### config.mk
export PLATFORM = sky130hd
export DESIGN_NAME = dot_accumulator
export DESIGN_NICKNAME = d
export VERILOG_FILES = /design/src/rtl/dot_accumulator_pkg.sv /design/src/rtl/dot_accumulator.sv
export SDC_FILE = /design/constraint.sdc
export NUM_CORES = 1
export LEC_CHECK = 0
export CAP_MARGIN = 10
export CORE_ASPECT_RATIO = 1.25
export CORE_MARGIN = 5
export CORE_UTILIZATION = 50
export CTS_BUF_LIST = sky130_fd_sc_hd__clkbuf_16
export DETAILED_ROUTE_END_ITERATION = 10
export PLACE_DENSITY = 0.76
export SLEW_MARGIN = 20
export SYNTH_ARGS = -nofsm -noshare
export SYNTH_HDL_FRONTEND = slang
export SYNTH_SLANG_ARGS = --single-unit
### constraint.sdc
create_clock -name Clock -period 5.3 [get_ports Clock]
set_clock_uncertainty 0.15 [all_clocks]
set_input_delay 0.53 -clock Clock [delete_from_list [all_inputs] [get_ports Clock]]
set_output_delay 0.53 -clock Clock [all_outputs]
set_load 0.02 [all_outputs]
### src/rtl/dot_accumulator_pkg.sv
// Shared definitions for the dot-product accumulator: state encoding and
// the width derivations used by the top module's parameters.
package dot_accumulator_pkg;

    typedef enum logic [1:0] {
        IDLE  = 2'd0,
        ACCUM = 2'd1,
        HOLD  = 2'd2
    } state_e;

    function automatic int clog2(input int value);
        int result;
        result = 0;
        for (int v = value - 1; v > 0; v = v >> 1) begin
            result++;
        end
        return result;
    endfunction

    // Smallest result width that can hold TERMS full-scale terms without wrapping.
    function automatic int sumWidth(input int inWidth, input int terms);
        return inWidth + clog2(terms);
    endfunction

    function automatic int countWidth(input int terms);
        return (terms > 1) ? clog2(terms) : 1;
    endfunction

endpackage

### src/rtl/dot_accumulator.sv
// Accumulates groups of TERMS unsigned product terms and presents each
// completed dot product on a valid/ready output with a one-deep result register.
module dot_accumulator
    import dot_accumulator_pkg::*;
#(
    parameter int IN_WIDTH  = 8,
    parameter int TERMS     = 4,
    parameter int SUM_WIDTH = sumWidth(IN_WIDTH, TERMS)
) (
    input  logic                 Clock,
    input  logic                 Reset_n,
    input  logic                 flush,
    input  logic                 in_valid,
    input  logic [IN_WIDTH-1:0]  in_data,
    output logic                 in_ready,
    output logic                 out_valid,
    output logic [SUM_WIDTH-1:0] out_sum,
    input  logic                 out_ready
);

    localparam int              CNT_W      = countWidth(TERMS);
    localparam logic [CNT_W-1:0] LAST_COUNT = CNT_W'(TERMS - 1);

    state_e               state_q, state_d;
    logic [CNT_W-1:0]     count_q, count_d;
    logic [SUM_WIDTH-1:0] accum_q, accum_d;
    logic [SUM_WIDTH-1:0] outSum_q, outSum_d;
    logic                 outValid_q, outValid_d;

    logic                 accept;
    logic                 lastTerm;
    logic                 handshake;
    logic [SUM_WIDTH-1:0] termExt;
    logic [SUM_WIDTH-1:0] sumNext;

    // Reset_n gates ready so nothing is taken while the block is held in reset.
    assign in_ready  = Reset_n && !flush && (!outValid_q || out_ready);
    assign accept    = in_valid && in_ready;
    assign lastTerm  = accept && (count_q == LAST_COUNT);
    assign handshake = outValid_q && out_ready;
    assign termExt   = SUM_WIDTH'(in_data);
    assign sumNext   = ((count_q == '0) ? '0 : accum_q) + termExt;

    assign out_valid = outValid_q;
    assign out_sum   = outSum_q;

    always_ff @(posedge Clock or negedge Reset_n) begin
        if (!Reset_n) begin
            state_q    <= IDLE;
            count_q    <= '0;
            accum_q    <= '0;
            outSum_q   <= '0;
            outValid_q <= 1'b0;
        end else begin
            state_q    <= state_d;
            count_q    <= count_d;
            accum_q    <= accum_d;
            outSum_q   <= outSum_d;
            outValid_q <= outValid_d;
        end
    end

    always_comb begin
        state_d    = state_q;
        count_d    = count_q;
        accum_d    = accum_q;
        outSum_d   = outSum_q;
        outValid_d = outValid_q;

        if (handshake) begin
            outValid_d = 1'b0;
        end

        // A completing group overrides the handshake clear, giving back-to-back results.
        if (flush) begin
            count_d = '0;
            accum_d = '0;
        end else if (accept) begin
            if (lastTerm) begin
                count_d    = '0;
                accum_d    = '0;
                outSum_d   = sumNext;
                outValid_d = 1'b1;
            end else begin
                count_d = count_q + 1'b1;
                accum_d = sumNext;
            end
        end

        case (state_q)
            IDLE: begin
                if (accept) begin
                    state_d = lastTerm ? HOLD : ACCUM;
                end
            end
            ACCUM: begin
                if (flush) begin
                    state_d = IDLE;
                end else if (lastTerm) begin
                    state_d = HOLD;
                end
            end
            HOLD: begin
                if (lastTerm) begin
                    state_d = HOLD;
                end else if (handshake) begin
                    state_d = accept ? ACCUM : IDLE;
                end
            end
            default: begin
                state_d = IDLE;
            end
        endcase
    end

endmodule

==> metrics.md <==
| Metric | Value |
|---|---|
| Synth Area in Adders | 0.101 |
| Starting Density | 0.525 |
| F_max | 0.347 GHz |
| Hold Fails Final Rpt | 0 |
| Core area | between 2000 and 3000 µm² |
| Met1 Resource Use GR | 0.180 |
| R2R depth | 10 |
| Slowest Stage Delay on Critical Path | 0.48 ns |
| Met3 usage | 0.0387 |
| Pre-antenna DRT Iters | 4 |
| Syn Inst Count | 137 |
| Routed len/inst | 15.8 µm |
| Clk network pwr share | 0.398 |
| Vias per std cell | 5.75 |
| Area occupied by multi-input gates | approximately 830 µm² |
| Post-synthesis simple-gate area fraction | 0.185 |
| Hold Startpoint | out_sum[9] |
| Comb pwr share | 0.150 |
| Syn Area/Cell | 10.5 µm² |
| Row cnt | 21 |
| CP endpoint kind | flip-flop |
| R2R Setup Slk | 2.42 ns |
| Slew headroom | 0.557 |
| Final Cycle Share | 0.544 |
| Remaining global-route overflow | 0 |
| Worst hold-check path type | reg2reg |
| Count of final setup violators | 0 |
| Slowest CP cell | ha_1 |
| Worst-path clk slew | 0.06 ns |
| Layout cells sized above 1 | 0.123 |
| Worst-Skew Late Latency | 0.26 ns |
| Status | completed |
| P per Cell Area | 228 nW/µm² |
| Flop pwr share | 0.452 |
| #FFs+latches synth | 23 |
| Post_cts resized | 0 |
| Clk root buf | clkbuf_16 |
| Post-CTS Setup Bufs | 0 |
| GRT Max-Usage Layer | met2 |
| Hold path endpoint | out_sum[9] |
| Largest net degree at the start of global routing | 26 |
| Worst path buffer plus inverter count | 2 |
| Max Transition Viols Final | 0 |
| Diodes inserted | 0 |
| DRT iter0 DRCs | 19 |
| Initial antenna violation count | 0 |
| CTS Buffer Depth | 2 |
| Htree depth | 1 |
| Max IR drop VDD | 0.178 mV |
| Yosys warns | 0 |
| Crit-path cells | inv_1 > ha_1 > nand2b_1 > inv_1 > ha_1 > a211o_1 > o211ai_2 > a21oi_1 > xor2_1 > mux2_2 |
| Worst Max-Slew Pin Slew | 0.663 ns |
| Ys async rst share | 1.00 |
| WHS | 0.332 ns |
| PortBufs | 24 |
| CTS Hold Buffers Added | 0 |
| R2R Path End | out_sum[5] |
| WP data required | ~5.3 ns |
| DP HPWL | roughly 2.2 mm |
| Die W | 57.9 µm |
| Worst r2r src | count_q[0] |
| Post-synthesis xor/xnor area fraction | 0.0366 |
| Count of cell types in the netlist | 41 |
| RePlAce Congestion | between 0.7 and 0.8 |
| Worst path arrival time | 2.87 ns |
| Crit path max fanout | 12 |
| Syn Std Cell Area | 1440 µm² |
| CTS tree | done |
| EDFF count, synth | 0 |
| # fillers | around 230 |
| Routing usage on met2 | 0.289 |
| Number of global-route vias before repair | 1236 |
| First-pass GRT wire length | 5.24 mm |
| Primary FF master, synth | dfrtp_1 |
| Net load switching power | ~99 µW |
| Gr usage total | 0.164 |
| CTS sink count | 23 |
| Layout overhead on the synthesized area | 25.3% |
| Drt drc | 0 |
| Final Net Count | around 190 |
| Max-cap violations | 0 |
| Register area | 576 µm² |
| Synth Area in Compound Gates | 0.193 |
| Num ports | 25 |
| Worst Setup Start Kind | flip-flop |
| RSZ-0062 raised after global routing | false |
| Worst hold stages | 2 |
| TritonCTS Buffers | 3 |
| Mux cell area share after synthesis | 0.0619 |
| Routed WL | 3.12 mm |
| Int Power | 311 µW |
| Leak Pwr | ~0.0008 µW |
| Syn_nets | about 160 |
| Sum Neg Setup Slack | 0 ns |
| Period minus WS final | around 2.9 ns |
| Largest family of logic cells by synthesized area | compound AO/OA/AOI/OAI gates |
| Vias | ~1100 |
| Switching Fraction | 0.241 |
| Critical path type | reg2reg |
| DIE HEIGHT | 69.9 µm |
| Sequential area share after synthesis | 0.401 |
| Delay-heaviest family, CP | adder cells |
| Die area | ~4000 µm² |
| Remaining antenna violation count | 0 |
==> worst max-delay path by stage <==
stage                     slack [ns]  cells after the start  startpoint    endpoint
after CTS                       2.41                      5     Reset_n    in_ready
after detailed placement        2.42                      5     Reset_n    in_ready
after global placement          2.46                      5     Reset_n    in_ready
final                           2.42                     10  count_q[0]  out_sum[5]
after floorplan                 2.69                     11  count_q[0]  out_sum[7]
after global routing            2.25                     11  count_q[0]  out_sum[6]
==> cell usage after synthesis, drive strengths merged, types with 2 or more instances <==
library cell   n  area [µm²]
inv            5        18.8
ha            10         125
xor2           3        26.3
dfrtp         23         576
nor2b         10        70.1
xnor2          3        26.3
nand2         13        48.8
a21boi         2        15.0
nand2b         3        26.3
o21ai          6        30.0
a21oi          5        25.0
mux2           7        78.8
nand3          2        10.0
o31ai          3        27.5
nor3b          2        15.0
nor2          10        40.0
clkbuf         2        7.51
a22o           7        61.3
a31oi          2        12.5
o21a           3        22.5
==> power groups by stage <==
stage | clock, µW | combinational [µW] | sequential (µW)
after floorplan | 0 | 31.7 | 190
after global placement | 0 | 59.7 | 188
after detailed placement | 0 | 60.8 | 188
after CTS | 166 | 61.9 | 185
after global routing | 174 | 67.8 | 186
final | 163 | 61.5 | 185
==> per-layer routing <==
layer / vias up / wire, µm
li1: 545 / -
met3: 7 / 129
met1: 557 / 1300
met5: - / 0
met4: 0 / 63
met2: 24 / 1630
==> kinds of logic after synthesis <==
family          Yosys count
simple gates             46
compound gates           35
flops                    23
fa+ha+maj                11
buf+inv                   8
mux                       8
xor+xnor                  6
==> sequential cells by signal, indices dropped and copies added, names as in the netlist <==
name	flops
out_sum	10
accum_q	10
count_q	2
out_valid	1
==> cell usage in the layout (no fill, tap or decap), types with 5 or more instances in the layout <==
cell,n
nor2b_1,9
clkdlybuf4s50_1,24
o21ai_0,5
a22o_1,7
nand2_1,13
inv_1,6
dfrtp_1,23
nor2_1,9
mux2_2,7
a21oi_1,5
ha_1,10
==> per-stage QoR <==
stage / cells / utilization / setup slack (ns) / total power, µW / instance area [µm²]
2_1_floorplan: 137 / - / 2.69 / 222 / 1440
3_3_place_gp: 193 / 0.627 / 2.46 / 248 / 1710
3_5_place_dp: 193 / 0.627 / 2.42 / 249 / 1710
4_1_cts: 197 / 0.656 / 2.41 / 413 / 1790
5_1_grt: 197 / 0.658 / 2.25 / 428 / 1800
6_report: 197 / 0.658 / 2.42 / 410 / 1800
==> area by class of cell <==
| class | count | share of cell area |
|---|---|---|
| clock buffer | 3 | 0.0418 |
| timing repair buffer | 25 | 0.138 |
| sequential | 23 | 0.320 |
| tap | 34 | 0.0237 |
| inverter | 5 | 0.0104 |
| clock inverter | 1 | 0.00209 |
| multi-input combinational | 106 | 0.464 |
==> worst min-delay path, stage by stage, from the launching register on <==
cell     delay (ns)
dfrtp_1        0.34
nand2_1        0.06
o31ai_2        0.05
(Power assumes the default switching activity.)
